--- src/rtl/fp32_pkg.sv ---
// Shared FP32 definitions for the multiplier result path.
//   FP32_W              : width of an FP32 word
//   FLAG_EXC/OVF/UNF    : bit positions inside a 3-bit {exception, overflow, underflow} vector
//   fp32_result_t       : one queued multiplier result, product word plus its three flags
package fp32_pkg;

    localparam int FP32_W   = 32;

    localparam int FLAG_EXC = 2;
    localparam int FLAG_OVF = 1;
    localparam int FLAG_UNF = 0;

    typedef struct packed {
        logic [FP32_W-1:0] res;
        logic              exc;
        logic              ovf;
        logic              unf;
    } fp32_result_t;

endpackage

--- src/rtl/fp32_mul_result_queue_if.sv ---
// Handshake bundle between the FP32 multiplier, the result queue and its consumer.
//   in_valid/in_ready    : producer handshake, in_ready means the queue is not full
//   in_res               : FP32 product word
//   in_exception/overflow/underflow : multiplier flags for that word
//   out_valid/out_ready  : consumer handshake, out_valid means the queue is not empty
//   out_res/out_flags    : head entry, flags ordered {exception, overflow, underflow}
// The queue uses the slave modport; the producer/consumer side uses master.
interface fp32_mul_result_queue_if;
    import fp32_pkg::*;

    logic              in_valid;
    logic              in_ready;
    logic [FP32_W-1:0] in_res;
    logic              in_exception;
    logic              in_overflow;
    logic              in_underflow;

    logic              out_valid;
    logic              out_ready;
    logic [FP32_W-1:0] out_res;
    logic [2:0]        out_flags;

    modport slave (
        input  in_valid, in_res, in_exception, in_overflow, in_underflow, out_ready,
        output in_ready, out_valid, out_res, out_flags
    );

    modport master (
        output in_valid, in_res, in_exception, in_overflow, in_underflow, out_ready,
        input  in_ready, out_valid, out_res, out_flags
    );

endinterface

--- src/rtl/fp32_sat_counter.sv ---
// Saturating event counter.
//   clk, rst_n : clock and asynchronous active-low reset
//   clr        : synchronous clear
//   inc        : count one event; when raised together with clr the result is 1
//   count      : current value, sticks at all-ones instead of wrapping
module fp32_sat_counter #(
    parameter int W = 16
) (
    input  logic         clk,
    input  logic         rst_n,
    input  logic         clr,
    input  logic         inc,
    output logic [W-1:0] count
);

    logic [W-1:0] r_count;

    always_ff @(posedge clk or negedge rst_n) begin
        if (!rst_n) begin
            r_count <= '0;
        end else if (clr) begin
            // Clear takes effect first, then the event of the same cycle is counted.
            r_count <= inc ? W'(1) : '0;
        end else if (inc && (r_count != '1)) begin
            r_count <= r_count + 1'b1;
        end
    end

    assign count = r_count;

endmodule

--- src/rtl/fp32_mul_result_queue.sv ---
// Result FIFO behind the combinational FP32 multiplier, with sticky flags and
// saturating per-flag event counters.
//   clk, rst_n    : clock and asynchronous active-low reset
//   q             : handshake bundle (slave side), see fp32_mul_result_queue_if
//   level         : current occupancy, 0..DEPTH
//   sticky_flags  : OR of {exc, ovf, unf} of all accepted entries since last clear
//   clear_stat    : one-cycle pulse clearing sticky_flags and the counters
//   exc/ovf/unf_count : number of accepted entries carrying each flag
module fp32_mul_result_queue
    import fp32_pkg::*;
#(
    parameter int DEPTH = 4,
    parameter int CNT_W = 16
) (
    input  logic                     clk,
    input  logic                     rst_n,
    fp32_mul_result_queue_if.slave   q,
    output logic [$clog2(DEPTH):0]   level,
    output logic [2:0]               sticky_flags,
    input  logic                     clear_stat,
    output logic [CNT_W-1:0]         exc_count,
    output logic [CNT_W-1:0]         ovf_count,
    output logic [CNT_W-1:0]         unf_count
);

    localparam int PTR_W = $clog2(DEPTH);
    localparam int LVL_W = PTR_W + 1;

    fp32_result_t       r_mem [DEPTH];
    logic [PTR_W-1:0]   r_wr_ptr;
    logic [PTR_W-1:0]   r_rd_ptr;
    logic [LVL_W-1:0]   r_level;
    logic [2:0]         r_sticky;

    logic               w_push;
    logic               w_pop;
    logic [2:0]         w_in_flags;
    fp32_result_t       w_in_entry;
    fp32_result_t       w_head;

    // Ready is a function of occupancy only, so no combinational path from out_ready.
    assign q.in_ready  = (r_level != LVL_W'(DEPTH));
    assign q.out_valid = (r_level != '0);

    assign w_push = q.in_valid  & q.in_ready;
    assign w_pop  = q.out_valid & q.out_ready;

    always_comb begin
        w_in_flags           = '0;
        w_in_flags[FLAG_EXC] = q.in_exception;
        w_in_flags[FLAG_OVF] = q.in_overflow;
        w_in_flags[FLAG_UNF] = q.in_underflow;
    end

    assign w_in_entry = '{res: q.in_res, exc: q.in_exception,
                          ovf: q.in_overflow, unf: q.in_underflow};

    // Storage is reset as well so the head reads zero straight out of reset.
    always_ff @(posedge clk or negedge rst_n) begin
        if (!rst_n) begin
            for (int i = 0; i < DEPTH; i++) begin
                r_mem[i] <= '0;
            end
        end else if (w_push) begin
            r_mem[r_wr_ptr] <= w_in_entry;
        end
    end

    // Pointers wrap naturally at DEPTH (power of two); level disambiguates full/empty.
    always_ff @(posedge clk or negedge rst_n) begin
        if (!rst_n) begin
            r_wr_ptr <= '0;
            r_rd_ptr <= '0;
            r_level  <= '0;
        end else begin
            if (w_push) begin
                r_wr_ptr <= r_wr_ptr + 1'b1;
            end
            if (w_pop) begin
                r_rd_ptr <= r_rd_ptr + 1'b1;
            end
            case ({w_push, w_pop})
                2'b10:   r_level <= r_level + 1'b1;
                2'b01:   r_level <= r_level - 1'b1;
                default: r_level <= r_level;
            endcase
        end
    end

    // Clear first, then OR in the accepted entry's flags: a same-cycle event survives.
    always_ff @(posedge clk or negedge rst_n) begin
        if (!rst_n) begin
            r_sticky <= '0;
        end else begin
            r_sticky <= (clear_stat ? 3'b000 : r_sticky) | (w_push ? w_in_flags : 3'b000);
        end
    end

    fp32_sat_counter #(.W(CNT_W)) u_exc_cnt (
        .clk   (clk),
        .rst_n (rst_n),
        .clr   (clear_stat),
        .inc   (w_push & w_in_flags[FLAG_EXC]),
        .count (exc_count)
    );

    fp32_sat_counter #(.W(CNT_W)) u_ovf_cnt (
        .clk   (clk),
        .rst_n (rst_n),
        .clr   (clear_stat),
        .inc   (w_push & w_in_flags[FLAG_OVF]),
        .count (ovf_count)
    );

    fp32_sat_counter #(.W(CNT_W)) u_unf_cnt (
        .clk   (clk),
        .rst_n (rst_n),
        .clr   (clear_stat),
        .inc   (w_push & w_in_flags[FLAG_UNF]),
        .count (unf_count)
    );

    assign w_head       = r_mem[r_rd_ptr];
    assign q.out_res    = w_head.res;
    assign q.out_flags  = {w_head.exc, w_head.ovf, w_head.unf};
    assign level        = r_level;
    assign sticky_flags = r_sticky;

endmodule

--- src/flat_wrapper.sv ---
// flat-port wrapper written by rule: the top's interface ports become plain ports
module fp32_mul_result_queue_flat import fp32_pkg::*;
#(
    parameter int DEPTH = 4,
    parameter int CNT_W = 16
)
  (clk, rst_n, level, sticky_flags, clear_stat, exc_count, ovf_count, unf_count, q_in_valid, q_in_res, q_in_exception, q_in_overflow, q_in_underflow, q_out_ready, q_in_ready, q_out_valid, q_out_res, q_out_flags);
  fp32_mul_result_queue_if q_i ();
  input  logic clk;
  input  logic rst_n;
  output logic [$clog2(DEPTH):0] level;
  output logic [2:0] sticky_flags;
  input  logic clear_stat;
  output logic [CNT_W-1:0] exc_count;
  output logic [CNT_W-1:0] ovf_count;
  output logic [CNT_W-1:0] unf_count;
  input wire logic [$bits(q_i.in_valid)-1:0] q_in_valid;
  input wire logic [$bits(q_i.in_res)-1:0] q_in_res;
  input wire logic [$bits(q_i.in_exception)-1:0] q_in_exception;
  input wire logic [$bits(q_i.in_overflow)-1:0] q_in_overflow;
  input wire logic [$bits(q_i.in_underflow)-1:0] q_in_underflow;
  input wire logic [$bits(q_i.out_ready)-1:0] q_out_ready;
  output wire logic [$bits(q_i.in_ready)-1:0] q_in_ready;
  output wire logic [$bits(q_i.out_valid)-1:0] q_out_valid;
  output wire logic [$bits(q_i.out_res)-1:0] q_out_res;
  output wire logic [$bits(q_i.out_flags)-1:0] q_out_flags;
  assign q_i.in_valid = q_in_valid;
  assign q_i.in_res = q_in_res;
  assign q_i.in_exception = q_in_exception;
  assign q_i.in_overflow = q_in_overflow;
  assign q_i.in_underflow = q_in_underflow;
  assign q_i.out_ready = q_out_ready;
  assign q_in_ready = q_i.in_ready;
  assign q_out_valid = q_i.out_valid;
  assign q_out_res = q_i.out_res;
  assign q_out_flags = q_i.out_flags;
  fp32_mul_result_queue #(.DEPTH(DEPTH), .CNT_W(CNT_W)) u_core (.clk(clk), .rst_n(rst_n), .q(q_i), .level(level), .sticky_flags(sticky_flags), .clear_stat(clear_stat), .exc_count(exc_count), .ovf_count(ovf_count), .unf_count(unf_count));
endmodule
--- config.mk ---
export PLATFORM = sky130hd
export DESIGN_NAME = fp32_mul_result_queue_flat
export DESIGN_NICKNAME = d
export VERILOG_FILES = /design/src/rtl/fp32_pkg.sv /design/src/rtl/fp32_mul_result_queue_if.sv /design/src/rtl/fp32_sat_counter.sv /design/src/rtl/fp32_mul_result_queue.sv /design/src/flat_wrapper.sv
export SDC_FILE = /design/constraint.sdc
export NUM_CORES = 1
export LEC_CHECK = 0
export ABC_CLOCK_PERIOD_IN_PS = 2700
export CORE_ASPECT_RATIO = 0.8
export CORE_MARGIN = 1.5
export CORE_UTILIZATION = 55
export CTS_CLUSTER_DIAMETER = 50
export CTS_CLUSTER_SIZE = 8
export DETAILED_ROUTE_END_ITERATION = 12
export GPL_ROUTABILITY_DRIVEN = 0
export PLACE_DENSITY_LB_ADDON = 0.05
export SYNTH_ARGS = -nofsm -noshare
export SYNTH_HDL_FRONTEND = slang
export SYNTH_SLANG_ARGS = --single-unit
--- constraint.sdc ---
create_clock -name clk -period 2.7 [get_ports clk]
set_input_delay 0.405 -clock clk [delete_from_list [all_inputs] [get_ports clk]]
set_output_delay 0.405 -clock clk [all_outputs]
set_load 0.01 [all_outputs]
==> impl_results.md <==
- Status: finished clean
- Antenna Nets Post-Route: 0
- H-tree levels: 4
- Synth Instances: a little under 700
- FF+latch count, synth: slightly below 200
- Pin count of the biggest net entering global routing: 67
- Maximum fanout along the worst path: 29
- Clock share of power: between 20% and 30%
- Syn avg cell area: between 10 and 15 um2
- Drt wl/cell: between 15 and 20 um
- VDD IR max: 672 uV
- Sw Pwr: roughly 3.8 mW
- Cell Pwr Density: 1070 nW/um2
- Post-CTS Repair Setup Buffers: 0
- Fin util: between 60% and 70%
- Initial DRC count: 382
- Post-synth ARST share: 100%
- Clock tree from TritonCTS: built
- # port buffers: 130
- Crit share post-route: between 90% and 100%
- Pint: 8.65 mW
- Total CTS buffers: 17
- Initial antenna violation count: 0
- ANT cells: 0
- Via density: 6.01
- Max clock buf depth: 2
- CTS root buf: clkbuf_16
- Max-slew headroom: between 60% and 70%
- Final hold vios: 0
- DRT Pass-1 Iters: 4
- Vias in the first global route: about 6600
- Layout cell share with drive strength beyond 1: between 20% and 30%
- Fin crit period: between 2000 and 3000 ps
- Die area: between 15000 and 20000 um2
- Pins over their slew limit: 0
- P_leak: approximately 4.7 nW
- CTS clk-pin slew, worst paths: ~70 ps
- Synth unique cells: 52
- Skew final: around 9.4 ps
- Final net count: a little under 900
- Rows: 42
- Die W: approximately 150 um
- Layout area overhead: 22.6%
- Fin Setup TNS: 0 ps
- Io pins: 131
- Core Box Area: approximately 17000 um2
- Worst Path Class, Setup: reg -> out
- Fmax: approximately 390 MHz
- Sink Count: 198
- Max-cap violations: 0
- Dpl hpwl: between 10 and 15 mm
- RSZ-0062 raised after global routing: no
- Global-route usage over all layers: between 20% and 30%
- Ys Warns: 0
- Global-route wire length before repair: roughly 34 mm
- DRC violations left: 0
- Share of power burned in registers: between 30% and 40%
- Mapped Area: around 9500 um2
- Startpoint Class: flop
- Syn_nets: about 740
- Top FF cell, synth: dfrtp_1
- Setup Viol. Count Final: 0
- Worst-margin pin slew: 595 ps
- GRT Residual Overflow: 0
- Logic pwr share: about two fifths
- Initial Util: between 50% and 60%
- Vias post-DR: 6314
- CP required: about 2300 ps
- Crit path DAT: about 2200 ps
- Clk_lat worst skew: roughly 430 ps
- Crit. End Element: output pin
- EDFF count, synth: 0
- DIE HEIGHT: ~120 um
- Post-synthesis sequential area ratio: a little over half
- Total Wirelength: roughly 21 mm
- Switching Fraction: a little under a third
- Worst min path class: in -> reg
sequential cells by signal, indices dropped and copies added (netlist names):
name / cells
u_core.r_mem: 140
u_core.u_unf_cnt.count: 16
u_core.u_exc_cnt.count: 16
u_core.r_rd_ptr: 2
u_core.sticky_flags: 3
u_core.level: 3
u_core.r_wr_ptr: 2
u_core.u_ovf_cnt.count: 16
synthesized netlist by cell type (all sizes together), types with 10 or more instances:
| cell type | count | area [um2] |
|---|---|---|
| a21oi | 25 | 125 |
| buf | 25 | 214 |
| clkbuf | 10 | 37.5 |
| dfrtp | 198 | 4950 |
| inv | 14 | 52.6 |
| mux2 | 155 | 1750 |
| mux4 | 35 | 788 |
| nand2 | 25 | 124 |
| nand3 | 18 | 95.1 |
| nand4 | 14 | 87.6 |
| nor2 | 18 | 67.6 |
| nor2b | 15 | 93.8 |
| nor4 | 12 | 75.1 |
| o31ai | 20 | 150 |
| or4 | 20 | 150 |
logic make-up (layout without fill, tap and decap cells):
kind of cell             after synthesis  after routing  synth area share, %
flip-flops                           198            198                 52.4
multiplexers                         193            193                 27.1
AND/OR/NAND/NOR                      159            159                 10.4
AO/OA/AOI/OAI                         73             73                 5.08
buffers and inverters                 49            193                 3.21
adder cells (fa/ha/maj)                9              9                 1.27
XOR/XNOR                               6              6                0.556
what timing repair did:
action | in CTS | in global routing
hold buffers | 1 | 0
gates resized for setup | 0 | 0
endpoints found under the hold margin | 63 | 0
metrics by stage:
stage | instance area (um2) | hold WS, ps | cells | worst slack, ps | power [mW]
floorplan | 9460 | 109 | 687 | 459 | 7.92
global placement | 11000 | 430 | 1018 | 302 | 9.74
detailed placement | 11000 | 443 | 1018 | 243 | 10.0
CTS | 11600 | 396 | 1051 | 79.1 | 12.6
global route | 11600 | 439 | 1051 | 40.5 | 13.1
finish | 11600 | 419 | 1051 | 118 | 12.5
critical path, stage by stage, from the launching register on:
cell,delay (ps)
dfrtp_2,380
buf_12,270
mux4_2,540
clkdlybuf4s50_1,540
cells in the final DEF, fill, tap and decap left out, drive strengths merged, types with 12 or more instances in the layout:
cell type      count
nand2             25
mux2             155
nand3             18
or4               20
dfrtp            198
clkbuf            20
nor2              18
inv               21
buf               17
nand4             14
mux4              35
a21oi             25
o31ai             20
nor4              12
clkdlybuf4s50    128
nor2b             15
final cells by class:
class / instances / area [um2]
Clock buffer: 19 / 443
Clock inverter: 13 / 135
Fill cell: 1176 / 5120
Inverter: 14 / 52.6
Multi-Input combinational cell: 440 / 4200
Sequential cell: 198 / 4960
Tap cell: 220 / 275
Timing Repair Buffer: 147 / 1530
final timing paths:
kind,startpoint,depth (start not counted),slack [ps],end
max,u_core.r_rd_ptr[0],3,120,q_out_res[8]
min,clear_stat,2,420,u_core.u_unf_cnt.count[13]
max reg2reg,u_core.level[1],9,290,u_core.level[2]
min reg2reg,u_core.sticky_flags[0],1,490,u_core.sticky_flags[0]
max in group asynchronous,rst_n,3,1360,u_core.u_exc_cnt.count[9]
min in group asynchronous,rst_n,2,520,u_core.r_mem[111]
power by group through the flow:
stage	sequential, mW	combinational (mW)	clock, mW
floorplan	4.59	3.33	0
global placement	4.70	5.04	0
detailed placement	4.85	5.19	0
CTS	4.80	5.23	2.56
global route	4.93	5.51	2.67
finish	4.80	5.15	2.51
metal layers:
| layer | GRT usage (%) | routed length [um] |
|---|---|---|
| met4 | 6.62 | 195 |
| met1 | 34.0 | 9290 |
| met3 | 4.42 | 972 |
| met5 | 0 | 0 |
| met2 | 39.8 | 10500 |
(Power assumes the default switching activity.)
